$ cat config.mk
export PLATFORM = sky130hd
export DESIGN_NAME = hazard_stall_ctrl
export DESIGN_NICKNAME = d
export VERILOG_FILES = /design/src/rtl/hazard_stall_ctrl_pkg.sv /design/src/rtl/haz_perf_counter.sv /design/src/rtl/hazard_stall_ctrl.sv
export SDC_FILE = /design/constraint.sdc
export NUM_CORES = 1
export LEC_CHECK = 0
export CAP_MARGIN = 20
export CORE_UTILIZATION = 36
export CTS_CLUSTER_SIZE = 20
export DETAILED_ROUTE_END_ITERATION = 6
export PLACE_DENSITY_LB_ADDON = 0.05
export SLEW_MARGIN = 20
export SYNTH_ARGS = -nofsm -noshare
export SYNTH_HDL_FRONTEND = slang
export SYNTH_HIERARCHICAL = 1
export SYNTH_SLANG_ARGS = --single-unit
$ cat constraint.sdc
create_clock -name clk -period 1.61 [get_ports clk]
set_input_delay 0.322 -clock clk [delete_from_list [all_inputs] [get_ports clk]]
set_output_delay 0.322 -clock clk [all_outputs]
set_load 0.01 [all_outputs]
$ cat src/rtl/hazard_stall_ctrl_pkg.sv
// hazard_stall_ctrl_pkg: shared state encodings and defaults for the pipeline hazard controller
package hazard_stall_ctrl_pkg;
  localparam int REG_W_DEF = 5;
  typedef enum logic [1:0] {
    HZ_RUN      = 2'd0,
    HZ_MEM_WAIT = 2'd1,
    HZ_ERROR    = 2'd2
  } haz_state_e;
endpackage

$ cat src/rtl/haz_perf_counter.sv
// haz_perf_counter: saturating event counter, clears on async reset
module haz_perf_counter #(
  parameter int W = 16
)(
  input  logic         clk,
  input  logic         rst_n,
  input  logic         en,
  output logic [W-1:0] count
);
  always_ff @(posedge clk or negedge rst_n)
    if (!rst_n) count <= '0;
    else if (en && !(&count)) count <= count + 1'b1;
endmodule

$ cat src/rtl/hazard_stall_ctrl.sv
// hazard_stall_ctrl: load-use stalls, EX branch/jump flushes and memory-busy freeze with watchdog.
// Optional saturating perf counters (stall_cycles, flush_count) when HAZ_PERF_CNT_EN is defined.
module hazard_stall_ctrl
  import hazard_stall_ctrl_pkg::*;
#(
  parameter int REG_W       = REG_W_DEF,
  parameter int MEM_TIMEOUT = 15
`ifdef HAZ_PERF_CNT_EN
  , parameter int CNT_W     = 16
`endif
)(
  input  logic             clk,
  input  logic             rst_n,
  input  logic             id_valid,
  input  logic [REG_W-1:0] id_rs,
  input  logic [REG_W-1:0] id_rt,
  input  logic             id_uses_rt,
  input  logic             ex_valid,
  input  logic             ex_mem_read,
  input  logic [REG_W-1:0] ex_rt,
  input  logic             ex_branch_taken,
  input  logic             ex_jump,
  input  logic             mem_req,
  input  logic             mem_ack,
  output logic             pc_stall,
  output logic             ifid_stall,
  output logic             idex_stall,
  output logic             exmem_stall,
  output logic             ifid_flush,
  output logic             idex_flush,
  output logic             mem_timeout,
`ifdef HAZ_PERF_CNT_EN
  output logic [1:0]       haz_state,
  output logic [CNT_W-1:0] stall_cycles,
  output logic [CNT_W-1:0] flush_count
`else
  output logic [1:0]       haz_state
`endif
);
  localparam int CW = $clog2(MEM_TIMEOUT + 1);
  haz_state_e state;
  logic [CW-1:0] wait_cnt;
  logic load_use, ctl_flush, freeze, live, flush, bubble;
  assign load_use  = id_valid & ex_valid & ex_mem_read & (ex_rt != '0) &
                     ((ex_rt == id_rs) | (id_uses_rt & (ex_rt == id_rt)));
  assign ctl_flush = ex_valid & (ex_branch_taken | ex_jump);
  // Outputs are forced low while rst_n is asserted, independent of the clock.
  assign freeze = rst_n & ((state == HZ_ERROR) | ((state == HZ_MEM_WAIT) & !mem_ack) |
                           ((state == HZ_RUN) & mem_req & !mem_ack));
  assign live   = rst_n & !freeze & ((state == HZ_RUN) | (state == HZ_MEM_WAIT));
  assign flush  = live & ctl_flush;
  assign bubble = live & !ctl_flush & load_use;
  assign pc_stall    = freeze | bubble;
  assign ifid_stall  = freeze | bubble;
  assign idex_stall  = freeze;
  assign exmem_stall = freeze;
  assign ifid_flush  = flush;
  assign idex_flush  = flush | bubble;
  assign haz_state   = state;
  always_ff @(posedge clk or negedge rst_n)
    if (!rst_n) begin
      state       <= HZ_RUN;
      wait_cnt    <= '0;
      mem_timeout <= 1'b0;
    end else begin
      case (state)
        HZ_RUN:
          if (mem_req && !mem_ack) begin
            state    <= HZ_MEM_WAIT;
            wait_cnt <= CW'(1);
          end
        HZ_MEM_WAIT:
          if (mem_ack) begin
            state    <= HZ_RUN;
            wait_cnt <= '0;
          end else if (wait_cnt == CW'(MEM_TIMEOUT)) begin
            state       <= HZ_ERROR;
            mem_timeout <= 1'b1;
          end else wait_cnt <= wait_cnt + 1'b1;
        HZ_ERROR: state <= HZ_ERROR;
        default: state <= HZ_RUN;
      endcase
    end
`ifdef HAZ_PERF_CNT_EN
  haz_perf_counter #(.W(CNT_W)) u_stall_cnt (.clk(clk), .rst_n(rst_n), .en(pc_stall), .count(stall_cycles));
  haz_perf_counter #(.W(CNT_W)) u_flush_cnt (.clk(clk), .rst_n(rst_n), .en(ifid_flush), .count(flush_count));
`endif
endmodule

==> results.md, run 1 <==
- CTS buffer count: 3
- Setup slack, reg-to-reg: 20 ps
- Crit end category: primary output
- Die W: ~42 microns
- Flops & latches, synth: 7
- Post-synth cell types: 28
- Net Count, Synth: 87
- Final Non-Filler Cells: roughly 130
- Top cell type's share of synthesized area: between 30% and 40%
- Yosys warning count: 6
- Root Driver: clkbuf_4
- Total power: ~0.00055 W
- Via-per-instance ratio: about 5
- Worst Path Buf+Inv: 2
- Main combinational cell family by area after synthesis: simple AND/OR/NAND/NOR gates
- Row count: 14
- Layout area overhead: 79.3%
- R2R depth: 7
- Critical path type: input pin to primary output
- TritonCTS clock tree: built
- DIE HEIGHT: between 40 and 50 microns
- Detailed-route DRC error count: 0
- Worst Skew: between 7 and 8 ps
- Yosys top cell by area: dfrtp_1
- Largest net degree at the start of global routing: 9
- Final instance area: 1030 sq um
- Worst IR Drop VDD: roughly 0.42 mV
- Status: complete, but fails checks
- Post-synthesis compound-gate area fraction: between 15 and 20%
- MaxCap Viol Count: 0
- RD Place Congestion: just under 0.8
- Via count: ~650
- Mapped Cells: 61
- Fin worst setup slack: -281 ps
- CORE AREA: ~1500 sq um
- Detailed-route wire length per cell: roughly 12 microns
- Share of cells above drive strength 1: 32.7%
- TritonRoute pass-1 iters: 4
- Fin. max-slew vios: 0
- Failing checks: negative setup slack
- Synth Area in Simple Gates: 25.4%
- Clock-pin slew on the worst setup and hold paths: approximately 60 ps
- HPWL Detailed: 1.26 mm
- Adder-cell share of the synthesized area: ~2.2%
- Clock Sinks: 7
- Critical Path Source Type: input pin
- Pleak: between 0.5 and 0.6 nW
- Inst Count DP: roughly 120
- Clock Tree Buf Depth: 2
- Tcrit/Tclk final: 117%
- # setup viols final: 5
- Vias in the first global route: roughly 620
- Max Fclk: 529 MHz
- Levels on crit path: 6
- Cts-stage hold buffer count: 0
- Antenna diodes: 0
- Mapped Area: roughly 580 sq um
- Async S/R FF share, synth: 100%
- Worst min-delay path class: input pin to async pin
- Routed Wire Length: between 1.5 and 2 mm
- Wire length of the first global-routing pass: ~2.6 mm
- DR iter-0 viols: 17
- Critical Path Max Stage Delay: about 410 ps
- Post-synthesis sequential area ratio: between 30 and 40%
- Area contributors post-synth: dfrtp_1 30%, xor2_1 14%, nand2b_1 5.4%
- Slew @ Worst Pin: approximately 260 ps
- All-layer global routing usage: a little under a fifth
- Main flop type after synthesis: dfrtp_1
- Initial antenna violation count: 0
- Mux cell area share after synthesis: around 3.5%
- Relative slew slack: around 83%
- Worst path top cell family by delay: buffers and inverters
- Area after DPL: approximately 1000 sq um
- WP data arrival: between 1500 and 2000 ps
- Synth Area per Inst: 9.44 sq um
- Critical path, cell by cell: clkdlybuf4s50_1, xor2_1, nor4_2, a32oi_1, o21bai_1, buf_2
- Ports: 34
- Die Footprint: between 1500 and 2000 sq um
- Power per cell area: between 500 and 600 nW/um^2
- Final hold vios: 0
- Number of synthesized flops with an enable pin: 0
- Post-DRT Antenna Nets: 0
- # nets final: 140
- GR Overflow Total: 0
- CP max stage cell: clkdlybuf4s50_1
- Post-Synth XOR/XNOR Area: 15.2%
- Worst-path fanout max: 2
- Layout Utilization: roughly two thirds
- RSZ-0062 raised after global routing: yes
- Number of port buffers: 33
- Clk_lat worst skew: 250 ps
- Fin crit period: 1890 ps
- CTS H-tree lvls: 1
- Critical path required time: 1290 ps
- Initial Utilization: about two fifths
through the flow:
stage / setup slack (ps) / hold slack (ps) / TNS (ps)
after floorplan: -31.7 / 26.4 / -31.7
after global placement: -831 / 450 / -5000
after detailed placement: -859 / 499 / -5230
after CTS: -260 / 164 / -1270
after global routing: -375 / 159 / -1450
final: -281 / 151 / -937
layout by cell type (no fill, tap or decap), drive strengths merged, types with 2 or more instances in the layout:
| cell | count |
|---|---|
| buf | 24 |
| clkdlybuf4s50 | 14 |
| xor2 | 9 |
| dlygate4sd2 | 8 |
| dfrtp | 7 |
| nand2 | 6 |
| clkbuf | 6 |
| nand2b | 5 |
| o21a | 3 |
| o21bai | 3 |
| nor3 | 2 |
| o211ai | 2 |
| mux2i | 2 |
| inv | 2 |
| nor2 | 2 |
| and4b | 2 |
synthesized netlist by cell type, drive strengths merged (2+ instances only):
cell type,n
xor2,9
o21bai,3
mux2i,2
nand2,6
and4b,2
o21a,3
inv,2
nand2b,5
o211ai,2
nor2,2
nor3,2
buf,2
dfrtp,7
flip-flops by register name (all words and copies together), names as in the netlist:
signal	flops
haz_state	2
mem_timeout	1
wait_cnt	4
path summary, 6_finish.rpt:
kind	start	to
max	id_rt[3]	idex_flush
min	rst_n	wait_cnt[1]
max reg2reg	haz_state[0]	wait_cnt[1]
min reg2reg	mem_timeout	mem_timeout
max in group asynchronous	rst_n	wait_cnt[2]
min in group clk	mem_timeout	mem_timeout
cell families (layout without fill, tap and decap cells):
family,after synthesis,count (layout)
buf+inv,4,56
mux,2,2
simple gates,24,24
xor+xnor,10,10
compound gates,13,13
flops,7,7
fa+ha+maj,1,1
report_power, final:
part           switching (W)  internal (W)  total (W)  leakage [nW]
clock network      0.0000667     0.0000947   0.000161        0.0150
registers          0.0000118      0.000188   0.000200        0.0919
logic              0.0000749      0.000115   0.000190         0.415
total               0.000153      0.000397   0.000551         0.522
worst register-to-register path, delay by kind of cell, from the launching register on:
kind                   cells  cell delay, ps
AOI/OAI and AO/OA          2             240
and+or+nand+nor            2             470
DFF                        1             390
buffers and inverters      3             420
final cells by class:
class	instances	area, sq um
tap	16	20.0
multi-input combinational	50	394
fill	129	474
inverter	2	7.51
clock buffer	4	26.3
sequential	7	175
timing repair buffer	50	409
repair_timing:
action | CTS | global route
endpoints found under the setup margin | 9 | 7
buffers inserted | 4 | 2
pin swaps | 9 | 6
resized for setup | 40 | 9
routing by layer:
layer  part of all wire, %  vias to the layer above  GRT usage (%)
met5                     0                        -              0
met3                    10                        0           6.47
met1                    40                      294           21.4
met4                     0                        0           5.81
li1                      -                      322              -
met2                    49                       29           34.1
No activity file was read; power rests on OpenSTA's default activity.
==> inputs of run 2 (changes only) <==
- RECOVER_POWER: not set -> 100
==> run 2 against run 1 <==
The flow still finishes with violations (negative setup slack). Total power is 0.24% lower. Via count stayed put. Register-to-register slack hardly changed. Maximum frequency stayed put. Global-route usage stayed put. Sequential cell count stayed put.
==> results.md, run 2 (same netlist as run 1, synthesis figures left out) <==
- Status: complete, but fails checks
- Failing checks: negative setup slack
- Final hold vios: 0 (unchanged)
- Largest net degree at the start of global routing: 9 (unchanged)
- Initial Utilization: 38.2% (unchanged)
- Fin worst setup slack: -281 ps (unchanged)
- Clock Sinks: 7 (unchanged)
- Worst Path Buf+Inv: 2 (unchanged)
- Setup TNS: -941 ps (-4.00 ps)
- Power per cell area: 538 nW/um^2 (+0.73%)
- Fin crit period: 1890 ps (unchanged)
- Final instance area: 1020 sq um (-0.97%)
- Detailed-route DRC error count: 0 (unchanged)
- CP max stage cell: clkdlybuf4s50_1
- Largest register FFs: 4 (unchanged)
- All-layer global routing usage: 19.2% (unchanged)
- Share of cells above drive strength 1: 30.1% (-2.7 points)
- Critical path required time: 1290 ps (about the same)
- Reg with most FFs: wait_cnt
- Critical path type: input pin to primary output
- Ports: 34 (unchanged)
- DR iter-0 viols: 17 (unchanged)
- Most common cell after layout, fill and taps aside: clkdlybuf4s50_1
- Critical Path Source Type: input pin
- Layout area overhead: 77.6%
- Fin. max-slew vios: 0 (unchanged)
- Die Footprint: 1760 sq um (unchanged)
- Tcrit/Tclk final: 117% (unchanged)
- CTS buffer count: 3 (unchanged)
- Pleak: 0.517 nW (-1.0%)
- Detailed-route wire length per cell: 12.1 microns (-0.58%)
- Crit end category: primary output
- Die W: 42.0 microns (unchanged)
- Fill cells: 134 (+3.9%)
- Wire length of the first global-routing pass: 2.57 mm (unchanged)
- CORE AREA: 1510 sq um (unchanged)
- HPWL Detailed: 1.26 mm (unchanged)
- Via-per-instance ratio: 5.00 (unchanged)
- CTS H-tree lvls: 1 (unchanged)
- Inst Count DP: 119 (unchanged)
- WP data arrival: 1570 ps (about the same)
- RSZ-0062 raised after global routing: yes
- Post-DRT Antenna Nets: 0 (unchanged)
- Number of port buffers: 33 (unchanged)
- Worst min-delay path class: input pin to async pin
- Clock Tree Buf Depth: 2 (unchanged)
- Initial antenna violation count: 0 (unchanged)
- Setup slack, reg-to-reg: 20 ps (about the same)
- Critical path, cell by cell: clkdlybuf4s50_1, xor2_1, nor4_2, a32oi_1, o21bai_1, buf_2
- Commonest cells after routing, fill and taps aside: 13 x clkdlybuf4s50_1, 12 x buf_4, 9 x xor2_1, 8 x dlygate4sd2_1
- TritonRoute pass-1 iters: 4 (unchanged)
- Relative slew slack: 73.3% (-9.5 points)
- Cts-stage hold buffer count: 0 (unchanged)
- Worst path top cell family by delay: buffers and inverters
- Clock-pin slew on the worst setup and hold paths: 60 ps (about the same)
- # setup viols final: 5 (unchanged)
- R2r startpoint: haz_state[0]
- Clk_lat worst skew: 250 ps (about the same)
- Levels on crit path: 6 (unchanged)
- Final Non-Filler Cells: 129 (unchanged)
- Critical Path Max Stage Delay: 410 ps (about the same)
- Row count: 14 (unchanged)
- # nets final: 140 (unchanged)
- Routed Wire Length: 1.56 mm (-0.58%)
- Root Driver: clkbuf_4
- MaxCap Viol Count: 0 (unchanged)
- DIE HEIGHT: 42.0 microns (unchanged)
- GR Overflow Total: 0 (unchanged)
- R2R depth: 7 (unchanged)
- Antenna diodes: 0 (unchanged)
- Worst-path fanout max: 2 (unchanged)
- FF-to-FF End: wait_cnt[1]
- Worst Skew: 7.77 ps (+0.00957 ps)
- Total power: 0.000550 W (-0.24%)
- Vias in the first global route: 622 (unchanged)
- RD Place Congestion: 0.781 (unchanged)
- TritonCTS clock tree: built
- Area after DPL: 997 sq um (unchanged)
- Max Fclk: 529 MHz (unchanged)
- Worst IR Drop VDD: 0.422 mV (about the same)
- Slew @ Worst Pin: 400 ps (+142 ps)
- Via count: 645 (unchanged)
[run 2: report_power, final]
| group | leakage [nW] | switching, W | internal [W] | total (W) |
|---|---|---|---|---|
| sequential | 0.0919 | 0.0000118 | 0.000188 | 0.000200 |
| combinational | 0.410 | 0.0000746 | 0.000114 | 0.000189 |
| clock | 0.0150 | 0.0000667 | 0.0000947 | 0.000161 |
| total | 0.517 | 0.000153 | 0.000396 | 0.000550 |
[run 2: area by class of cell]
cell class	instances	area [sq um]	share of cell area, %
Timing Repair Buffer	50	402	39.3
Multi-Input combinational cell	50	392	38.3
Sequential cell	7	175	17.1
Clock buffer	4	26.3	2.57
Tap cell	16	20.0	1.96
Inverter	2	7.51	0.734
[run 2: how the worst max path moves through the flow]
| stage | slack, ps | startpoint | endpoint |
|---|---|---|---|
| after floorplan | -30 | ex_rt[1] | pc_stall |
| after global placement | -830 | ex_rt[2] | idex_flush |
| after detailed placement | -860 | ex_rt[1] | idex_flush |
| after CTS | -260 | haz_state[0] | ifid_stall |
| after global routing | -370 | id_rt[3] | idex_flush |
| final | -280 | id_rt[3] | idex_flush |
[run 2: layer usage]
metal / wire length (microns) / vias to the layer above / GRT usage [%]
met1: 624 / 293 / 21.4
met3: 161 / 0 / 6.47
met4: 0 / 0 / 5.81
met5: 0 / - / 0
met2: 770 / 29 / 34.1
li1: - / 323 / -
[run 2: through the flow]
stage | util [%] | setup slack (ps) | hold WS (ps)
6_report | 67.9 | -281 | 233
5_1_grt | 67.9 | -375 | 284
4_1_cts | 66.8 | -260 | 164
3_5_place_dp | 66.2 | -859 | 499
3_3_place_gp | 66.2 | -831 | 450
2_1_floorplan | - | -31.7 | 26.4
[run 2: what timing repair did]
action                                  in CTS  in global routing
setup buffers                                4                  2
pin swaps                                    9                  6
endpoints found under the setup margin       9                  7
resized for setup                           40                  9
[run 2: worst register-to-register path, cell delays in order, from the launching register on]
cell and delay (ps):
dfrtp_1 390, buf_6 130, buf_4 130, or3b_4 380, o22ai_4 160, buf_4 160, nand4b_1 90, o21ai_0 80
